**src/rtl/shared_pkg.sv**
```systemverilog
// Shared definitions for the synchronous FIFO and its read-side stream master.
// Holds the data width, FIFO depth, the read-buffer occupancy encoding and
// the depth of the read-side output buffer.
package shared_pkg;

    localparam int FIFO_WIDTH   = 16;
    localparam int FIFO_DEPTH   = 16;
    localparam int RD_BUF_DEPTH = 2;

    // Occupancy of the read-side output buffer; encodings equal the word count.
    typedef enum logic [1:0] {
        OCC_EMPTY = 2'd0,
        OCC_ONE   = 2'd1,
        OCC_TWO   = 2'd2
    } rd_occ_e;

    // Number of buffered words represented by an occupancy state.
    function automatic logic [1:0] occ_to_cnt(input rd_occ_e occ);
        return 2'(occ);
    endfunction

endpackage

```
**src/rtl/fifo_rd_stream_if.sv**
```systemverilog
// Bundle of the FIFO read port, the downstream valid/ready stream and the
// status outputs of fifo_rd_stream. The master modport is the read-side
// block itself; the slave modport is the FIFO plus consumer around it.
interface fifo_rd_stream_if #(
    parameter int WIDTH = shared_pkg::FIFO_WIDTH
) ();

    // FIFO side
    logic             empty;
    logic             underflow;
    logic [WIDTH-1:0] data_out;
    logic             rd_en;
    // control
    logic             flush;
    // stream side
    logic [WIDTH-1:0] m_data;
    logic             m_valid;
    logic             m_ready;
    // status
    logic             busy;
    logic             err_underflow;

    modport master (
        input  empty, underflow, data_out, flush, m_ready,
        output rd_en, m_data, m_valid, busy, err_underflow
    );

    modport slave (
        output empty, underflow, data_out, flush, m_ready,
        input  rd_en, m_data, m_valid, busy, err_underflow
    );

endinterface

```
**src/rtl/fifo_rd_skid.sv**
```systemverilog
// Two-entry circular output buffer for fifo_rd_stream. Words are written at
// wr_ptr on push and presented from rd_ptr; both 1-bit pointers wrap at 2.
// The caller guarantees no push into a full buffer without a same-cycle pop,
// so the head entry never changes while it is being presented.
module fifo_rd_skid #(
    parameter int WIDTH = shared_pkg::FIFO_WIDTH
) (
    input  logic             clk,
    input  logic             rst,
    input  logic             i_flush,
    input  logic             i_push,
    input  logic             i_pop,
    input  logic [WIDTH-1:0] i_data,
    output logic [WIDTH-1:0] o_data
);
    import shared_pkg::*;

    logic             r_wr_ptr;
    logic             r_rd_ptr;
    logic [WIDTH-1:0] w_entry [RD_BUF_DEPTH];

    // Pointer update; flush returns both pointers to slot 0 like reset.
    always_ff @(posedge clk) begin
        if (rst || i_flush) begin
            r_wr_ptr <= 1'b0;
            r_rd_ptr <= 1'b0;
        end else begin
            if (i_push) r_wr_ptr <= !r_wr_ptr;
            if (i_pop)  r_rd_ptr <= !r_rd_ptr;
        end
    end

    genvar gi;
    generate
        for (gi = 0; gi < RD_BUF_DEPTH; gi++) begin : g_entry
            localparam logic SLOT = 1'(gi);
            logic [WIDTH-1:0] r_word;

            // Storage slot: captures data on a push aimed at this slot; a
            // capture coinciding with flush is dropped.
            always_ff @(posedge clk) begin
                if (rst) begin
                    r_word <= '0;
                end else if (i_push && !i_flush && (r_wr_ptr == SLOT)) begin
                    r_word <= i_data;
                end
            end

            assign w_entry[gi] = r_word;
        end
    endgenerate

    assign o_data = w_entry[r_rd_ptr];

endmodule

```
**src/rtl/fifo_rd_stream.sv**
```systemverilog
// Read-side master for the synchronous FIFO: issues rd_en against a 2-word
// credit, captures data_out one cycle later into fifo_rd_skid and presents it
// as a full-throughput valid/ready stream.
// Optional feature macro: FIFO_RD_STATS_EN adds saturating rd_count and
// stall_count ports; without it those ports and counters do not exist.
module fifo_rd_stream #(
    parameter int FIFO_WIDTH = shared_pkg::FIFO_WIDTH,
    parameter int CNT_W      = 16
) (
    input  logic             clk,
    input  logic             rst,
    fifo_rd_stream_if.master bus
`ifdef FIFO_RD_STATS_EN
    ,
    output logic [CNT_W-1:0] rd_count,
    output logic [CNT_W-1:0] stall_count
`endif
);
    import shared_pkg::*;

    rd_occ_e         r_occ;
    logic            r_inflight;
    logic            r_err;

    logic            w_valid;
    logic            w_pop;
    logic            w_push;
    logic            w_rd_en;
    logic [2:0]      w_credit_sum;
    logic [FIFO_WIDTH-1:0] w_skid_data;

    assign w_valid = (r_occ != OCC_EMPTY);
    assign w_pop   = w_valid && bus.m_ready;
    assign w_push  = r_inflight;

    // Words that will be held after this edge if a read is not issued now.
    // Depending on m_ready here is what lets a pop free a slot in the same
    // cycle and keep the stream at one word per cycle.
    assign w_credit_sum = {1'b0, occ_to_cnt(r_occ)} + {2'b00, r_inflight}
                        - {2'b00, w_pop};
    assign w_rd_en = !rst && !bus.flush && !bus.empty && (w_credit_sum < 3'd2);

    // Occupancy FSM plus the in-flight read flag.
    always_ff @(posedge clk) begin
        if (rst) begin
            r_occ      <= OCC_EMPTY;
            r_inflight <= 1'b0;
        end else begin
            r_inflight <= w_rd_en;
            if (bus.flush) begin
                r_occ <= OCC_EMPTY;
            end else begin
                case (r_occ)
                    OCC_EMPTY: if (w_push) r_occ <= OCC_ONE;
                    OCC_ONE: begin
                        if (w_push && !w_pop)      r_occ <= OCC_TWO;
                        else if (w_pop && !w_push) r_occ <= OCC_EMPTY;
                    end
                    OCC_TWO:   if (w_pop && !w_push) r_occ <= OCC_ONE;
                    default:   r_occ <= OCC_EMPTY;
                endcase
            end
        end
    end

    // Sticky protocol-violation flag: the FIFO flagged underflow for a read
    // this block issued on the previous cycle.
    always_ff @(posedge clk) begin
        if (rst) begin
            r_err <= 1'b0;
        end else if (r_inflight && bus.underflow) begin
            r_err <= 1'b1;
        end
    end

    fifo_rd_skid #(
        .WIDTH (FIFO_WIDTH)
    ) u_skid (
        .clk     (clk),
        .rst     (rst),
        .i_flush (bus.flush),
        .i_push  (w_push),
        .i_pop   (w_pop),
        .i_data  (bus.data_out),
        .o_data  (w_skid_data)
    );

    assign bus.rd_en         = w_rd_en;
    assign bus.m_valid       = w_valid;
    assign bus.m_data        = w_skid_data;
    assign bus.busy          = w_valid || r_inflight;
    assign bus.err_underflow = r_err;

`ifdef FIFO_RD_STATS_EN
    logic [CNT_W-1:0] r_rd_count;
    logic [CNT_W-1:0] r_stall_count;

    // Saturating counters of accepted reads and backpressured stream cycles.
    always_ff @(posedge clk) begin
        if (rst) begin
            r_rd_count    <= '0;
            r_stall_count <= '0;
        end else begin
            if (w_rd_en && !bus.empty && (r_rd_count != '1))
                r_rd_count <= r_rd_count + 1'b1;
            if (w_valid && !bus.m_ready && (r_stall_count != '1))
                r_stall_count <= r_stall_count + 1'b1;
        end
    end

    assign rd_count    = r_rd_count;
    assign stall_count = r_stall_count;
`endif

endmodule
```
**src/flat_wrapper.sv**
```systemverilog
// flat-port wrapper written by rule: the top's interface ports become plain ports
module fifo_rd_stream_flat import shared_pkg::*;
#(
    parameter int FIFO_WIDTH = shared_pkg::FIFO_WIDTH,
    parameter int CNT_W      = 16
)
  (clk, rst, bus_empty, bus_underflow, bus_data_out, bus_flush, bus_m_ready, bus_rd_en, bus_m_data, bus_m_valid, bus_busy, bus_err_underflow);
  fifo_rd_stream_if bus_i ();
  input  logic clk;
  input  logic rst;
  input wire logic [$bits(bus_i.empty)-1:0] bus_empty;
  input wire logic [$bits(bus_i.underflow)-1:0] bus_underflow;
  input wire logic [$bits(bus_i.data_out)-1:0] bus_data_out;
  input wire logic [$bits(bus_i.flush)-1:0] bus_flush;
  input wire logic [$bits(bus_i.m_ready)-1:0] bus_m_ready;
  output wire logic [$bits(bus_i.rd_en)-1:0] bus_rd_en;
  output wire logic [$bits(bus_i.m_data)-1:0] bus_m_data;
  output wire logic [$bits(bus_i.m_valid)-1:0] bus_m_valid;
  output wire logic [$bits(bus_i.busy)-1:0] bus_busy;
  output wire logic [$bits(bus_i.err_underflow)-1:0] bus_err_underflow;
  assign bus_i.empty = bus_empty;
  assign bus_i.underflow = bus_underflow;
  assign bus_i.data_out = bus_data_out;
  assign bus_i.flush = bus_flush;
  assign bus_i.m_ready = bus_m_ready;
  assign bus_rd_en = bus_i.rd_en;
  assign bus_m_data = bus_i.m_data;
  assign bus_m_valid = bus_i.m_valid;
  assign bus_busy = bus_i.busy;
  assign bus_err_underflow = bus_i.err_underflow;
  fifo_rd_stream #(.FIFO_WIDTH(FIFO_WIDTH), .CNT_W(CNT_W)) u_core (.clk(clk), .rst(rst), .bus(bus_i));
endmodule
```
**config.mk**
```make
export PLATFORM = sky130hd
export DESIGN_NAME = fifo_rd_stream_flat
export DESIGN_NICKNAME = d
export VERILOG_FILES = /design/src/rtl/shared_pkg.sv /design/src/rtl/fifo_rd_stream_if.sv /design/src/rtl/fifo_rd_skid.sv /design/src/rtl/fifo_rd_stream.sv /design/src/flat_wrapper.sv
export SDC_FILE = /design/constraint.sdc
export NUM_CORES = 1
export LEC_CHECK = 0
export BUFFER_PORTS_ARGS = -buffer_cell sky130_fd_sc_hd__buf_2
export CORE_AREA = 2 2 68 70
export DETAILED_ROUTE_END_ITERATION = 6
export DIE_AREA = 0 0 70 72
export SLEW_MARGIN = 25
export SYNTH_ARGS = -nofsm -noshare
export SYNTH_HDL_FRONTEND = slang
export SYNTH_SLANG_ARGS = --single-unit
```
**constraint.sdc**
```tcl
create_clock -name clk -period 4.6 [get_ports clk]
set_input_delay 0.46 -clock clk [delete_from_list [all_inputs] [get_ports clk]]
set_output_delay 0.46 -clock clk [all_outputs]
set_load 0.03 [all_outputs]
```
==> impl_results.md <==
- Metal3 WL: 161 um
- Critical path buffers and inverters: 1
- Synth unique cells: 28
- Max Clock Freq: 371 MHz
- Post-Syn Nets: 217
- DR DRC count: 0
- Post-CTS Setup Bufs: 0
- H-tree Lvls: 2
- Hold Crit Class: primary input to register
- Hold Path Sink: u_core.bus.err_underflow
- Async S/R FF share, synth: 0
- M1 WL: 1660 um
- Final Net Count: 251
- Util after Layout: 0.456
- Reg2reg start: u_core.r_occ[1]
- Final worst path period need: 2.69 ns
- Ranking of synthesized cells by area: dfxtp_1, nand2_1, mux2_2, a21oi_1, buf_6
- Mapped Cells: 194
- Clock Path Buffers: 2
- Launching element type of the critical path: register
- Clk slew on worst S/H paths: 0.07 ns
- DR WL/cell: 12.3 um
- Setup violators final: 0
- Hold depth: 3
- DIE WIDTH: 70 um
- Via-to-Cell Ratio: 4.75
- Main synth FF type: dfxtp_1
- Placed insts: 273
- #FFs+latches synth: 38
- Synth Area per Inst: 8.53 um^2
- Register-to-register path setup slack: 2.81 ns
- RSZ-0062 raised after global routing: no
- Cts hold-fix bufs: 0
- Clock power share: 0.408
- Die area: 0.00504 mm^2
- Leakage power: 0.783 nW
- Die H: 72 um
- Final ANT Viol Nets: 0
- Synth top cells by count: nand2_1, dfxtp_1, a21oi_1
- Post_cts resized: 0
- Power per cell area: 331 mW/mm^2
- Port buffer count: 41
- Synth Warn #: 0
- Sw frac: 0.222
- Status: complete, no violations
- Psw: 0.143 mW
- Yosys top cell area share: 0.460
- Maximum VDD drop: 0.000156 V
- All-Layer GR Usage: 0.143
- Fin cells: 281
- Vias in the first global route: 1260
- Largest net degree at the start of global routing: 40
- Pins Over Slew Limit: 0
- # diodes: 0
- Worst Reg-to-Reg Cells: 5
- Worst path slowest cell: fa_1
- Most instantiated library cell after synthesis: nand2_1
- CP required: 4.14 ns
- Max-cap violation count: 0
- Final Hold Fails: 0
- Total CTS buffers: 5
- First-pass GRT wire length: 5780 um
- Worst setup EP type: output pin
- Crit-path max cell delay: 0.52 ns
- Worst path arrival time: 2.23 ns
- Root Buffer: clkbuf_8
- Clock latency at the later pin of the worst-skew pair: 0.28 ns
- Least-Margin Pin Slew: 0.840 ns
- Min-delay src: bus_underflow
- Sequential cell area fraction in the yosys report: 0.460
- Reg2reg end: u_core.r_inflight
- Clk sinks: 38
- Via count: 1334
- Routability congestion estimate: 0.673
- Crit path cell chain: and3b_1 -> o21ai_0 -> fa_1 -> nand2b_1 -> nor4_1 -> buf_2
- Boundary Pins: 42
- DRT Pass-1 Iters: 4
- DRT iter0 DRCs: 60
- Critical path type: register to output pin
- Combinational power share: 0.070
- Syn-to-layout area delta: 17.5%
- Number of flops mapped to enable cells by yosys: 0
- Rows: 24
- Seq pwr share: 0.522
- Rel. slew slack: 0.439
- Highest metal used: met4
- CTS tree: built
- CP max FO: 9
- HPWL after detailed placement: 2190 um
- Period utilization: 0.586
- Mapped Area: 0.00166 mm^2
- Internal: 0.501 mW
- WL met2: 1610 um
- Gr ovfl total: 0
- Initial Util: 0.388
- Post-synth top area cell: dfxtp_1
- Ratio of cells with drive above 1 in the final layout: 0.293
- CP top delay family: simple AND/OR/NAND/NOR gates
- Core Area: 0.00426 mm^2
- Final setup TNS: 0 ns
- Initial antenna violation count: 0
- Detailed Route WL: 3450 um
- Clock Skew: 0.00538 ns
## cell type report
| type | instances | area, um^2 |
|---|---|---|
| clock buffers | 8 | 110 |
| multi-input cells | 141 | 800 |
| flip-flops and latches | 38 | 761 |
| repair buffers | 41 | 205 |
| inverters | 1 | 3.75 |
| fillers | 437 | 2320 |
| well taps | 52 | 65.1 |
## worst min-delay path: stages
cell	delay, ns
buf_2	0.08
a21oi_1	0.05
nor2_1	0.07
## metrics by stage
step / hold WS [ns] / power, mW / worst slack, ns / cell area (um^2)
6_report: 0.406 / 0.644 / 1.91 / 1940
5_1_grt: 0.413 / 0.669 / 1.76 / 1940
4_1_cts: 0.415 / 0.650 / 1.91 / 1940
3_5_place_dp: 0.445 / 0.389 / 2.19 / 1830
3_3_place_gp: 0.440 / 0.389 / 2.19 / 1830
2_1_floorplan: 0.433 / 0.373 / 1.83 / 1660
## state kept, by name, indices dropped and copies added, names as in the netlist
name	count
u_core.u_skid.r_wr_ptr	1
u_core.bus.err_underflow	1
u_core.u_skid.r_rd_ptr	1
u_core.r_inflight	1
u_core.u_skid.g_entry.r_word	32
u_core.r_occ	2
## worst max path at each step
| stage | from | to | slack [ns] | cells after the start |
|---|---|---|---|---|
| global placement | bus_m_ready | bus_rd_en | 2.19 | 7 |
| finish | u_core.r_occ[1] | bus_rd_en | 1.91 | 6 |
| detailed placement | bus_m_ready | bus_rd_en | 2.19 | 7 |
| CTS | u_core.r_occ[1] | bus_rd_en | 1.91 | 6 |
| global route | u_core.r_occ[1] | bus_rd_en | 1.76 | 6 |
| floorplan | u_core.r_occ[1] | bus_rd_en | 1.83 | 5 |
## power groups by stage
| stage | logic, mW | clock network [mW] | registers (mW) |
|---|---|---|---|
| floorplan | 0.0301 | 0 | 0.343 |
| global placement | 0.0451 | 0 | 0.344 |
| finish | 0.0449 | 0.263 | 0.336 |
| CTS | 0.0455 | 0.268 | 0.336 |
| global route | 0.0492 | 0.283 | 0.337 |
| detailed placement | 0.0453 | 0 | 0.344 |
## cells in the final DEF, fill, tap and decap left out, types with 2 or more instances in the layout
cell type and instances:
and3b_1 2, a21oi_1 33, clkbuf_8 8, dfxtp_1 38, nand2b_1 3, mux2_2 16
nor3_1 3, nor2b_1 2, nor2_1 2, o21ai_0 2, nor4_1 2, nand2_1 64
buf_2 41, xor2_1 2
## routing by layer
layer,GRT usage,vias to the layer above
li1,-,706
met1,0.180,600
met2,0.237,26
met3,0.0542,2
met4,0.0256,0
met5,0,-
## logic make-up after synthesis
kind of cell               Yosys count  synth area share
muxes                               17             0.115
and+or+nand+nor                     83             0.224
buffers and inverters               15            0.0574
adders and majority gates            1            0.0121
DFF                                 38             0.460
AOI/OAI and AO/OA                   37             0.116
xor gates and xnor gates             3            0.0159
(Power assumes the default switching activity.)
